## src/rtl/uart_pkg.sv

```systemverilog
// Shared constants and drain-state encoding for the UART transmit FIFO.
package uart_pkg;

    localparam int DEPTH_DEF    = 16;
    localparam int BUSY_TMO_DEF = 4;

    typedef enum logic [1:0] {
        ST_IDLE      = 2'd0,
        ST_LAUNCH    = 2'd1,
        ST_WAIT_BUSY = 2'd2,
        ST_WAIT_DONE = 2'd3
    } drain_state_e;

endpackage

```

## src/rtl/uart_fifo_mem.sv

```systemverilog
// Byte FIFO storage with wrapping pointers; full/empty come from the occupancy count.
module uart_fifo_mem
    import uart_pkg::*;
#(
    parameter int DEPTH = DEPTH_DEF
) (
    input  logic                     clk,
    input  logic                     rst,
    input  logic                     push_i,
    input  logic [7:0]               din_i,
    input  logic                     pop_i,
    output logic [7:0]               head_o,
    output logic [$clog2(DEPTH):0]   count_o,
    output logic                     full_o,
    output logic                     empty_o
);

    localparam int AW = $clog2(DEPTH);

    logic [7:0]    mem_q [DEPTH];
    logic [AW-1:0] wptr_q, wptr_d;
    logic [AW-1:0] rptr_q, rptr_d;
    logic [AW:0]   count_q, count_d;

    // Callers guarantee push_i only when not full and pop_i only when not empty.
    always_comb begin
        wptr_d  = wptr_q;
        rptr_d  = rptr_q;
        count_d = count_q;
        if (push_i) wptr_d = wptr_q + 1'b1;
        if (pop_i)  rptr_d = rptr_q + 1'b1;
        case ({push_i, pop_i})
            2'b10:   count_d = count_q + 1'b1;
            2'b01:   count_d = count_q - 1'b1;
            default: count_d = count_q;
        endcase
    end

    always_ff @(posedge clk or negedge rst) begin
        if (!rst) begin
            wptr_q  <= '0;
            rptr_q  <= '0;
            count_q <= '0;
        end else begin
            wptr_q  <= wptr_d;
            rptr_q  <= rptr_d;
            count_q <= count_d;
        end
    end

    // Storage is not reset; the count alone decides what is valid.
    always_ff @(posedge clk) begin
        if (push_i) mem_q[wptr_q] <= din_i;
    end

    assign head_o  = mem_q[rptr_q];
    assign count_o = count_q;
    assign full_o  = (count_q == (AW+1)'(DEPTH));
    assign empty_o = (count_q == '0);

endmodule

```

## src/rtl/uart_tx_fifo.sv

```systemverilog
// CPU-side transmit FIFO that drains bytes into a UART serializer one launch at a time.
module uart_tx_fifo
    import uart_pkg::*;
#(
    parameter int DEPTH    = DEPTH_DEF,
    parameter int BUSY_TMO = BUSY_TMO_DEF
) (
    input  logic                     clk,
    input  logic                     rst,
    input  logic                     wr_i,
    input  logic [7:0]               dat_i,
    output logic                     full_o,
    output logic                     empty_o,
    output logic [$clog2(DEPTH):0]   count_o,
    output logic                     ovf_o,
    input  logic                     ovf_clr_i,
    input  logic                     uart_busy,
    output logic                     uart_wr_o,
    output logic [7:0]               uart_dat_o,
    output drain_state_e             state_o
);

    localparam int TMO_W = $clog2(BUSY_TMO + 1);

    drain_state_e state_q, state_d;
    logic [TMO_W-1:0] tmo_q, tmo_d;
    logic [7:0] dat_q, dat_d;
    logic ovf_q, ovf_d;
    logic push, pop;
    logic [7:0] head;
    logic full, empty;

    // Fullness is judged before any same-cycle pop, so a push at full is always dropped.
    assign push = wr_i && !full;

    uart_fifo_mem #(.DEPTH(DEPTH)) u_mem (
        .clk     (clk),
        .rst     (rst),
        .push_i  (push),
        .din_i   (dat_i),
        .pop_i   (pop),
        .head_o  (head),
        .count_o (count_o),
        .full_o  (full),
        .empty_o (empty)
    );

    always_comb begin
        ovf_d = ovf_q;
        if (ovf_clr_i)          ovf_d = 1'b0;
        else if (wr_i && full)  ovf_d = 1'b1;
    end

    // Launch handshake: uart_wr_o is a single-cycle strobe with uart_dat_o valid in
    // the same cycle; the serializer acknowledges by raising uart_busy and signals
    // completion by dropping it. No busy within BUSY_TMO cycles counts as sent.
    always_comb begin
        state_d = state_q;
        tmo_d   = tmo_q;
        dat_d   = dat_q;
        pop     = 1'b0;
        unique case (state_q)
            ST_IDLE: begin
                if (!empty && !uart_busy) begin
                    state_d = ST_LAUNCH;
                    dat_d   = head;
                end
            end
            ST_LAUNCH: begin
                pop     = 1'b1;
                tmo_d   = '0;
                state_d = ST_WAIT_BUSY;
            end
            ST_WAIT_BUSY: begin
                if (uart_busy)                             state_d = ST_WAIT_DONE;
                else if (tmo_q == TMO_W'(BUSY_TMO - 1))    state_d = ST_IDLE;
                else                                       tmo_d   = tmo_q + 1'b1;
            end
            ST_WAIT_DONE: begin
                if (!uart_busy) state_d = ST_IDLE;
            end
            default: state_d = ST_IDLE;
        endcase
    end

    always_ff @(posedge clk or negedge rst) begin
        if (!rst) begin
            state_q <= ST_IDLE;
            tmo_q   <= '0;
            dat_q   <= '0;
            ovf_q   <= 1'b0;
        end else begin
            state_q <= state_d;
            tmo_q   <= tmo_d;
            dat_q   <= dat_d;
            ovf_q   <= ovf_d;
        end
    end

    assign full_o     = full;
    assign empty_o    = empty;
    assign ovf_o      = ovf_q;
    assign uart_wr_o  = (state_q == ST_LAUNCH);
    assign uart_dat_o = dat_q;
    assign state_o    = state_q;

endmodule

```

## config.mk

```make
export PLATFORM = sky130hd
export DESIGN_NAME = uart_tx_fifo
export DESIGN_NICKNAME = d
export VERILOG_FILES = /design/src/rtl/uart_pkg.sv /design/src/rtl/uart_fifo_mem.sv /design/src/rtl/uart_tx_fifo.sv
export SDC_FILE = /design/constraint.sdc
export NUM_CORES = 1
export LEC_CHECK = 0
export CORE_UTILIZATION = 64
export DETAILED_ROUTE_END_ITERATION = 10
export GPL_ROUTABILITY_DRIVEN = 0
export PLACE_DENSITY = 0.87
export SLEW_MARGIN = 25
export SYNTH_ARGS = -nofsm -noshare
export SYNTH_HDL_FRONTEND = slang
export SYNTH_SLANG_ARGS = --single-unit
```

## constraint.sdc

```tcl
create_clock -name clk -period 4.1 [get_ports clk]
set_input_delay 0.41 -clock clk [delete_from_list [all_inputs] [get_ports clk]]
set_output_delay 0.41 -clock clk [all_outputs]
set_load 0.01 [all_outputs]
```

==> results of run 1 <==
-- cell families (layout without fill, tap and decap cells) --
| group | count (synthesis) | count (layout) | synth area share [%] |
|---|---|---|---|
| XOR/XNOR | 13 | 13 | 1.79 |
| buffers and inverters | 25 | 73 | 2.33 |
| multiplexers | 44 | 44 | 14.2 |
| flip-flops | 155 | 155 | 71.2 |
| AO/OA/AOI/OAI | 44 | 44 | 4.45 |
| adder cells (fa/ha/maj) | 10 | 10 | 1.97 |
| AND/OR/NAND/NOR | 50 | 50 | 4.06 |
-- metal layers --
layer / part of all wire [%] / global-route usage, % / routed length [um]
met5: 0 / 0 / 0
met1: 38 / 34.8 / 4730
met3: 6.7 / 6.28 / 831
met4: 2.9 / 13.9 / 367
met2: 52 / 46.0 / 6520
-- sequential cells by signal, indices dropped and copies added, names as in the netlist --
signal         count
u_mem.wptr_q       4
u_mem.rptr_q       4
state_o            2
u_mem.mem_q      128
ovf_o              1
uart_dat_o         8
tmo_q              3
u_mem.count_o      5
-- worst max-delay path: cells and delay by family, from the launching register on --
kind	cells	cell delay, ns
and+or+nand+nor	2	0.75
adders and majority gates	2	0.54
AOI/OAI and AO/OA	3	0.52
DFF	1	0.47
xor gates and xnor gates	2	0.31
buffers and inverters	1	0.13
-- worst min-delay path by stage --
stage	from	to
3_5_place_dp	ovf_o	ovf_o
2_1_floorplan	rst	ovf_o
4_1_cts	rst	uart_dat_o[1]
3_3_place_gp	tmo_q[1]	tmo_q[1]
6_report	rst	uart_dat_o[1]
5_1_grt	rst	tmo_q[2]
-- placed cells by master, fill, tap and decap left out, types with 2 or more instances in the layout --
master,instances
sky130_fd_sc_hd__nand2_1,10
sky130_fd_sc_hd__mux2i_1,2
sky130_fd_sc_hd__mux4_1,13
sky130_fd_sc_hd__nor2b_1,3
sky130_fd_sc_hd__o21ai_0,7
sky130_fd_sc_hd__xnor2_1,7
sky130_fd_sc_hd__dfrtp_1,25
sky130_fd_sc_hd__bufinv_16,4
sky130_fd_sc_hd__a21oi_1,13
sky130_fd_sc_hd__xor2_1,6
sky130_fd_sc_hd__nor3_2,2
sky130_fd_sc_hd__ha_1,10
sky130_fd_sc_hd__nand4_1,2
sky130_fd_sc_hd__mux4_2,19
sky130_fd_sc_hd__clkbuf_8,3
sky130_fd_sc_hd__mux2_2,10
sky130_fd_sc_hd__nor2_1,18
sky130_fd_sc_hd__inv_6,3
sky130_fd_sc_hd__clkbuf_16,16
sky130_fd_sc_hd__clkinvlp_4,3
sky130_fd_sc_hd__and3b_1,2
sky130_fd_sc_hd__inv_1,6
sky130_fd_sc_hd__nand2b_1,4
sky130_fd_sc_hd__buf_4,4
sky130_fd_sc_hd__nor3_1,4
sky130_fd_sc_hd__a21boi_2,2
sky130_fd_sc_hd__o22ai_1,16
sky130_fd_sc_hd__edfxtp_1,128
sky130_fd_sc_hd__clkdlybuf4s50_1,31
-- power groups by stage --
stage	combinational, mW	clock [mW]	sequential, mW
after detailed placement	1.33	0	2.35
after global routing	1.47	1.72	2.38
after floorplan	1.12	0	2.14
final	1.36	1.65	2.34
after global placement	1.27	0	2.33
after CTS	1.37	1.66	2.33
-- area by class of cell --
class	count	area, um^2
multi-input cells	161	1690
clock inverters	12	185
repair buffers	35	340
fillers	481	2040
clock buffers	20	445
well taps	129	161
flip-flops and latches	155	4520
inverters	6	22.5
-- stage by stage --
step                area, um^2  hold slack [ns]  cells  setup slack [ns]  total power, mW
global placement          6730            0.495    486              1.39             3.60
floorplan                 6350            0.114    341              1.51             3.26
detailed placement        6730            0.499    486              1.25             3.68
CTS                       7360            0.265    518              1.28             5.36
finish                    7370            0.264    518              1.30             5.35
global route              7370            0.296    518              1.02             5.58
==> results.yml, run 1 <==
clock_tree:
  cts.sinks: 155
  number_of_setup_buffers_added_after_cts: 0
  htreeDepth: 4
  tritoncts_clock_tree: "done"
  insertion_delay_ns: 0.53
  cts.root.buffer_cell: "sky130_fd_sc_hd__clkbuf_8"
  cts_made_buffers: 17
  clk_transition_reported_paths_ns: 0.06
  holdBufCountCts: 0
  clockBufferDepth: 2
  cts_repair_resize_count: 0
pwr:
  power.sequential.fraction_pct: 43.7
  switchingPower_mw: 1.61
  switching_share_pct: 30.1
  portion_of_total_power_attributed_to_the_clock_network_pct: 30.8
  share_comb_of_total_power_pct: 25.4
  cell_internal_pwr_mw: 3.74
  power_leakage_nw: 2.53
  vdd_ir_drop_max_mv: 0.428
  power.density_cell_area_nw_per_um2: 726
place:
  io_buffer_count: 31
  place.detailed.hpwl_um: 7230
synthesis:
  post-synth-top-area-cell: "sky130_fd_sc_hd__edfxtp_1"
  synth_seq_cells: 155
  syn_inst: 341
  synthesis.nets: 364
  ys_dominant_reg_cell: "sky130_fd_sc_hd__edfxtp_1"
  synth.cell_area_um2: 6350
  synthTopCellsByCount: "sky130_fd_sc_hd__edfxtp_1 (128), sky130_fd_sc_hd__dfrtp_1 (27), sky130_fd_sc_hd__mux4_2 (19)"
  synth_largest_type_area_fraction_pct: 60.5
  synth_sequential_area_ratio_pct: 71.2
  edff_count_synth: 128
  synth.lib_cells_used.distinct: 39
  syn-mean-instance-area_um2: 18.6
  postSynth.asyncResetShare_pct: 17.4
  leading_cell_type_by_number_of_instances_after_synthesis: "sky130_fd_sc_hd__edfxtp_1"
  yosys_warnings: 0
  synth_top_cells_by_area: "sky130_fd_sc_hd__edfxtp_1 (61%), sky130_fd_sc_hd__dfrtp_1 (11%), sky130_fd_sc_hd__mux4_2 (6.7%), sky130_fd_sc_hd__mux4_1 (5.4%), sky130_fd_sc_hd__ha_1 (2.0%)"
floorplan:
  dieHeight_um: 102
  coreArea_um2: 9420
  die-width_um: 102
  fp-row-count: 35
  ioPinCount: 32
  start_util_pct: 67.4
  die_area_um2: 10300
global_route:
  gr-usage-all-layers_pct: 27.7
  largest_net_degree_at_the_start_of_global_routing: 36
  initial_antenna_violation_count: 0
  first_pass_grt_wire_length_um: 19600
  global_route_overflow: 0
  first_global_vias: 3488
sta:
  report.final.setup_viol: 0
  fin_setup_tns_ns: 0
  max_clock_freq_mhz: 358
  post_layout_min_period_ns: 2.80
  max_slew_margin_pct: 33.6
  worst-slew-pin-transition_ns: 0.992
  rsz_0062_raised_after_global_routing: "no"
  final-hold-violation-count: 0
  maxSlewViolCount: 0
  clock_skew_ns: 0.00819
  finalCritPeriodShare_pct: 68.2
critical_path:
  reg2regPathDepth: 10
  worst-endpoint-arrival_ns: 3.25
  crit_path_max_incr_delay_ns: 0.58
  crit_path_start: "u_mem.count_o[1]"
  crit_top_cell: "sky130_fd_sc_hd__ha_1"
  critical_path.startpoint_type: "flop"
  crit_path_end: "u_mem.count_o[4]"
  end_kind: "flop"
  timing.rr.end: "u_mem.count_o[4]"
  cp_required_ns: 4.55
  cp_slowest_cell: "sky130_fd_sc_hd__nor4_1"
  regToRegStartpoint: "u_mem.count_o[1]"
  crit_chain: "nor4_1, a21boi_2, inv_1, ha_1, xor2_1, ha_1, and3b_1, o21ai_0, a21oi_1, xnor2_1"
  cp_class: "reg2reg"
  timing.reg2reg.setup_slack_ns: 1.30
  critical_path.max_fanout: 9
finish:
  number_of_inserted_diodes: 0
  finalCoreUtilization_pct: 78.3
  synthToLayoutAreaGrowth_pct: 16.1
  share_of_final_layout_standard_cells_stronger_than_drive_strength_1_pct: 19.0
  final_net_count: 399
route:
  vias_per_cell: 6.40
  first_pass_iters: 5
  drc: 0
  route.final.wire_length_um: 12500
  drt_iter0_drc: 289
  dr_total_vias: 3317
  wire_per_inst_um: 24.0
  final_antenna_net_count: 0
status:
  outcome: "finished clean"
run:
  cap_viol_max_count: 0
hold_path:
  timing.hold.worst.class: "in2async"
Note: power is estimated with default switching activity, not from simulation.
==> run 2, diff against run 1 <==
--- a/config.mk
+++ b/config.mk
@@ -5,10 +5,10 @@
 export SDC_FILE = /design/constraint.sdc
 export NUM_CORES = 1
 export LEC_CHECK = 0
-export CORE_UTILIZATION = 64
+export CORE_UTILIZATION = 59
 export DETAILED_ROUTE_END_ITERATION = 10
 export GPL_ROUTABILITY_DRIVEN = 0
-export PLACE_DENSITY = 0.87
+export PLACE_DENSITY = 0.81
 export SLEW_MARGIN = 25
 export SYNTH_ARGS = -nofsm -noshare
 export SYNTH_HDL_FRONTEND = slang
==> constraint.sdc (replaced) <==
create_clock -name clk -period 2.82 [get_ports clk]
set_input_delay 0.282 -clock clk [delete_from_list [all_inputs] [get_ports clk]]
set_output_delay 0.282 -clock clk [all_outputs]
set_load 0.01 [all_outputs]
==> results.yml, run 2 (synthesis gave the netlist of run 1 again) <==
route:
  drt_iter0_drc: 286
  final_antenna_net_count: 0
  route.final.wire_length_um: 12300
  wire_per_inst_um: 22.6
  dr_total_vias: 3362
  vias_per_cell: 6.18
  drc: 0
  first_pass_iters: 4
global_route:
  initial_antenna_violation_count: 0
  grt.met3_usage_pct: 6.25
  first_global_vias: 3415
  globalRoute.busiestLayer: "met2"
  gr-usage-all-layers_pct: 24.6
  grt_use_met2_pct: 38.5
  largest_net_degree_at_the_start_of_global_routing: 28
  global_route_overflow: 0
  grt.met1_usage_pct: 32.8
  first_pass_grt_wire_length_um: 19300
critical_path:
  critical_path.startpoint_type: "flop"
  timing.reg2reg.setup_slack_ns: 0.38
  regToRegStartpoint: "u_mem.count_o[0]"
  reg2regPathDepth: 10
  crit_path_end: "full_o"
  cp_required_ns: 2.54
  cp_class: "reg2out"
  end_kind: "output port"
  critical_path.max_fanout: 7
  timing.rr.end: "u_mem.count_o[4]"
  worst-endpoint-arrival_ns: 2.30
  crit_path_start: "u_mem.count_o[0]"
sta:
  final.setup.worst_slack_ns: 0.241
  post_layout_min_period_ns: 2.58
  timing.hold.ws_ns: 0.134
  worst-slew-pin-transition_ns: 0.816
  finalCritPeriodShare_pct: 91.4
  fin_setup_tns_ns: 0
  max_clock_freq_mhz: 388
  final-hold-violation-count: 0
  report.final.setup_viol: 0
  max_slew_margin_pct: 45.6
  rsz_0062_raised_after_global_routing: "no"
  clock_skew_ns: 0.00895
  maxSlewViolCount: 0
clock_tree:
  clockBufferDepth: 2
  cts.sinks: 155
  clk_transition_reported_paths_ns: 0.06
  holdBufCountCts: 0
  htreeDepth: 4
  tritoncts_clock_tree: "done"
  number_of_setup_buffers_added_after_cts: 0
  insertion_delay_ns: 0.52
  cts.root.buffer_cell: "sky130_fd_sc_hd__clkbuf_8"
  cts_made_buffers: 17
finish:
  max_ffs_per_register: 128
  number_of_inserted_diodes: 0
  share_of_final_layout_standard_cells_stronger_than_drive_strength_1_pct: 20.8
  final_cell_mix: "sky130_fd_sc_hd__edfxtp_1 (128), sky130_fd_sc_hd__clkdlybuf4s50_1 (31), sky130_fd_sc_hd__dfrtp_1 (26)"
  final_net_count: 418
  synthToLayoutAreaGrowth_pct: 17.6
  regMostFlops: "u_mem.mem_q"
  fillerInstances: 612
  mostFrequentLayoutCell: "sky130_fd_sc_hd__edfxtp_1"
  ff_latch_area_um2: 4520
  multiInputGateArea_um2: 1690
floorplan:
  coreArea_um2: 10400
  die_area_um2: 11200
  fp-row-count: 37
  dieHeight_um: 106
  ioPinCount: 32
  start_util_pct: 61.2
  die-width_um: 106
pwr:
  power_leakage_nw: 2.61
  power.density_cell_area_nw_per_um2: 1030
  vdd_ir_drop_max_mv: 0.550
run:
  cap_viol_max_count: 0
place:
  setup_slack_placement_ns: 0.232
  io_buffer_count: 31
  place.detailed.hpwl_um: 7680
hold_path:
  timing.hold.worst.class: "in2async"
status:
  outcome: "finished clean"
==> run 2: worst min path at each step <==
| stage | to | slack [ns] | start | cells after the start |
|---|---|---|---|---|
| floorplan | ovf_o | -0.01 | rst | 0 |
| global placement | tmo_q[1] | 0.49 | tmo_q[1] | 2 |
| detailed placement | ovf_o | 0.50 | ovf_o | 2 |
| CTS | u_mem.count_o[4] | 0.12 | rst | 2 |
| global route | u_mem.count_o[2] | 0.14 | rst | 2 |
| finish | u_mem.count_o[0] | 0.13 | rst | 2 |
==> run 2: per-layer routing <==
| layer | vias to the layer above | wire length, um |
|---|---|---|
| met5 | - | 0 |
| met4 | 0 | 207 |
| met3 | 18 | 745 |
| met2 | 138 | 6230 |
| met1 | 1729 | 5110 |
| li1 | 1477 | - |
==> run 2: repair_timing <==
action | CTS | global route
setup endpoints to repair | 0 | 1
endpoints found under the hold margin | 0 | 0
gates resized for setup | 0 | 1
==> run 2: per-stage QoR <==
| step | instances | area (um^2) | power [mW] | utilization, % |
|---|---|---|---|---|
| 5_1_grt | 544 | 7470 | 8.01 | 72.0 |
| 3_3_place_gp | 512 | 6890 | 5.42 | 66.4 |
| 3_5_place_dp | 512 | 6890 | 5.50 | 66.4 |
| 6_report | 544 | 7470 | 7.67 | 72.0 |
| 2_1_floorplan | 341 | 6350 | 4.74 | - |
| 4_1_cts | 544 | 7460 | 7.71 | 71.9 |
==> run 2: final cells by class <==
| cell class | count | area share (%) |
|---|---|---|
| sequential | 155 | 60.5 |
| multi-input combinational | 161 | 22.6 |
| timing repair buffer | 54 | 6.64 |
| clock buffer | 23 | 5.98 |
| tap | 136 | 2.28 |
| clock inverter | 9 | 1.64 |
| inverter | 6 | 0.302 |
==> run 2: worst max-delay path, stage by stage (launching register included) <==
cell and delay (ns):
sky130_fd_sc_hd__dfrtp_1 0.47, sky130_fd_sc_hd__or4_4 0.60, sky130_fd_sc_hd__nor2_1 0.15, sky130_fd_sc_hd__clkdlybuf4s50_1 0.56
==> run 2: where the power goes <==
part           switching [mW]  leakage [nW]  internal (mW)
Sequential              0.423          1.47           2.86
Clock                   0.823         0.271           1.36
Combinational            1.04         0.864           1.17
Total                    2.29          2.61           5.39
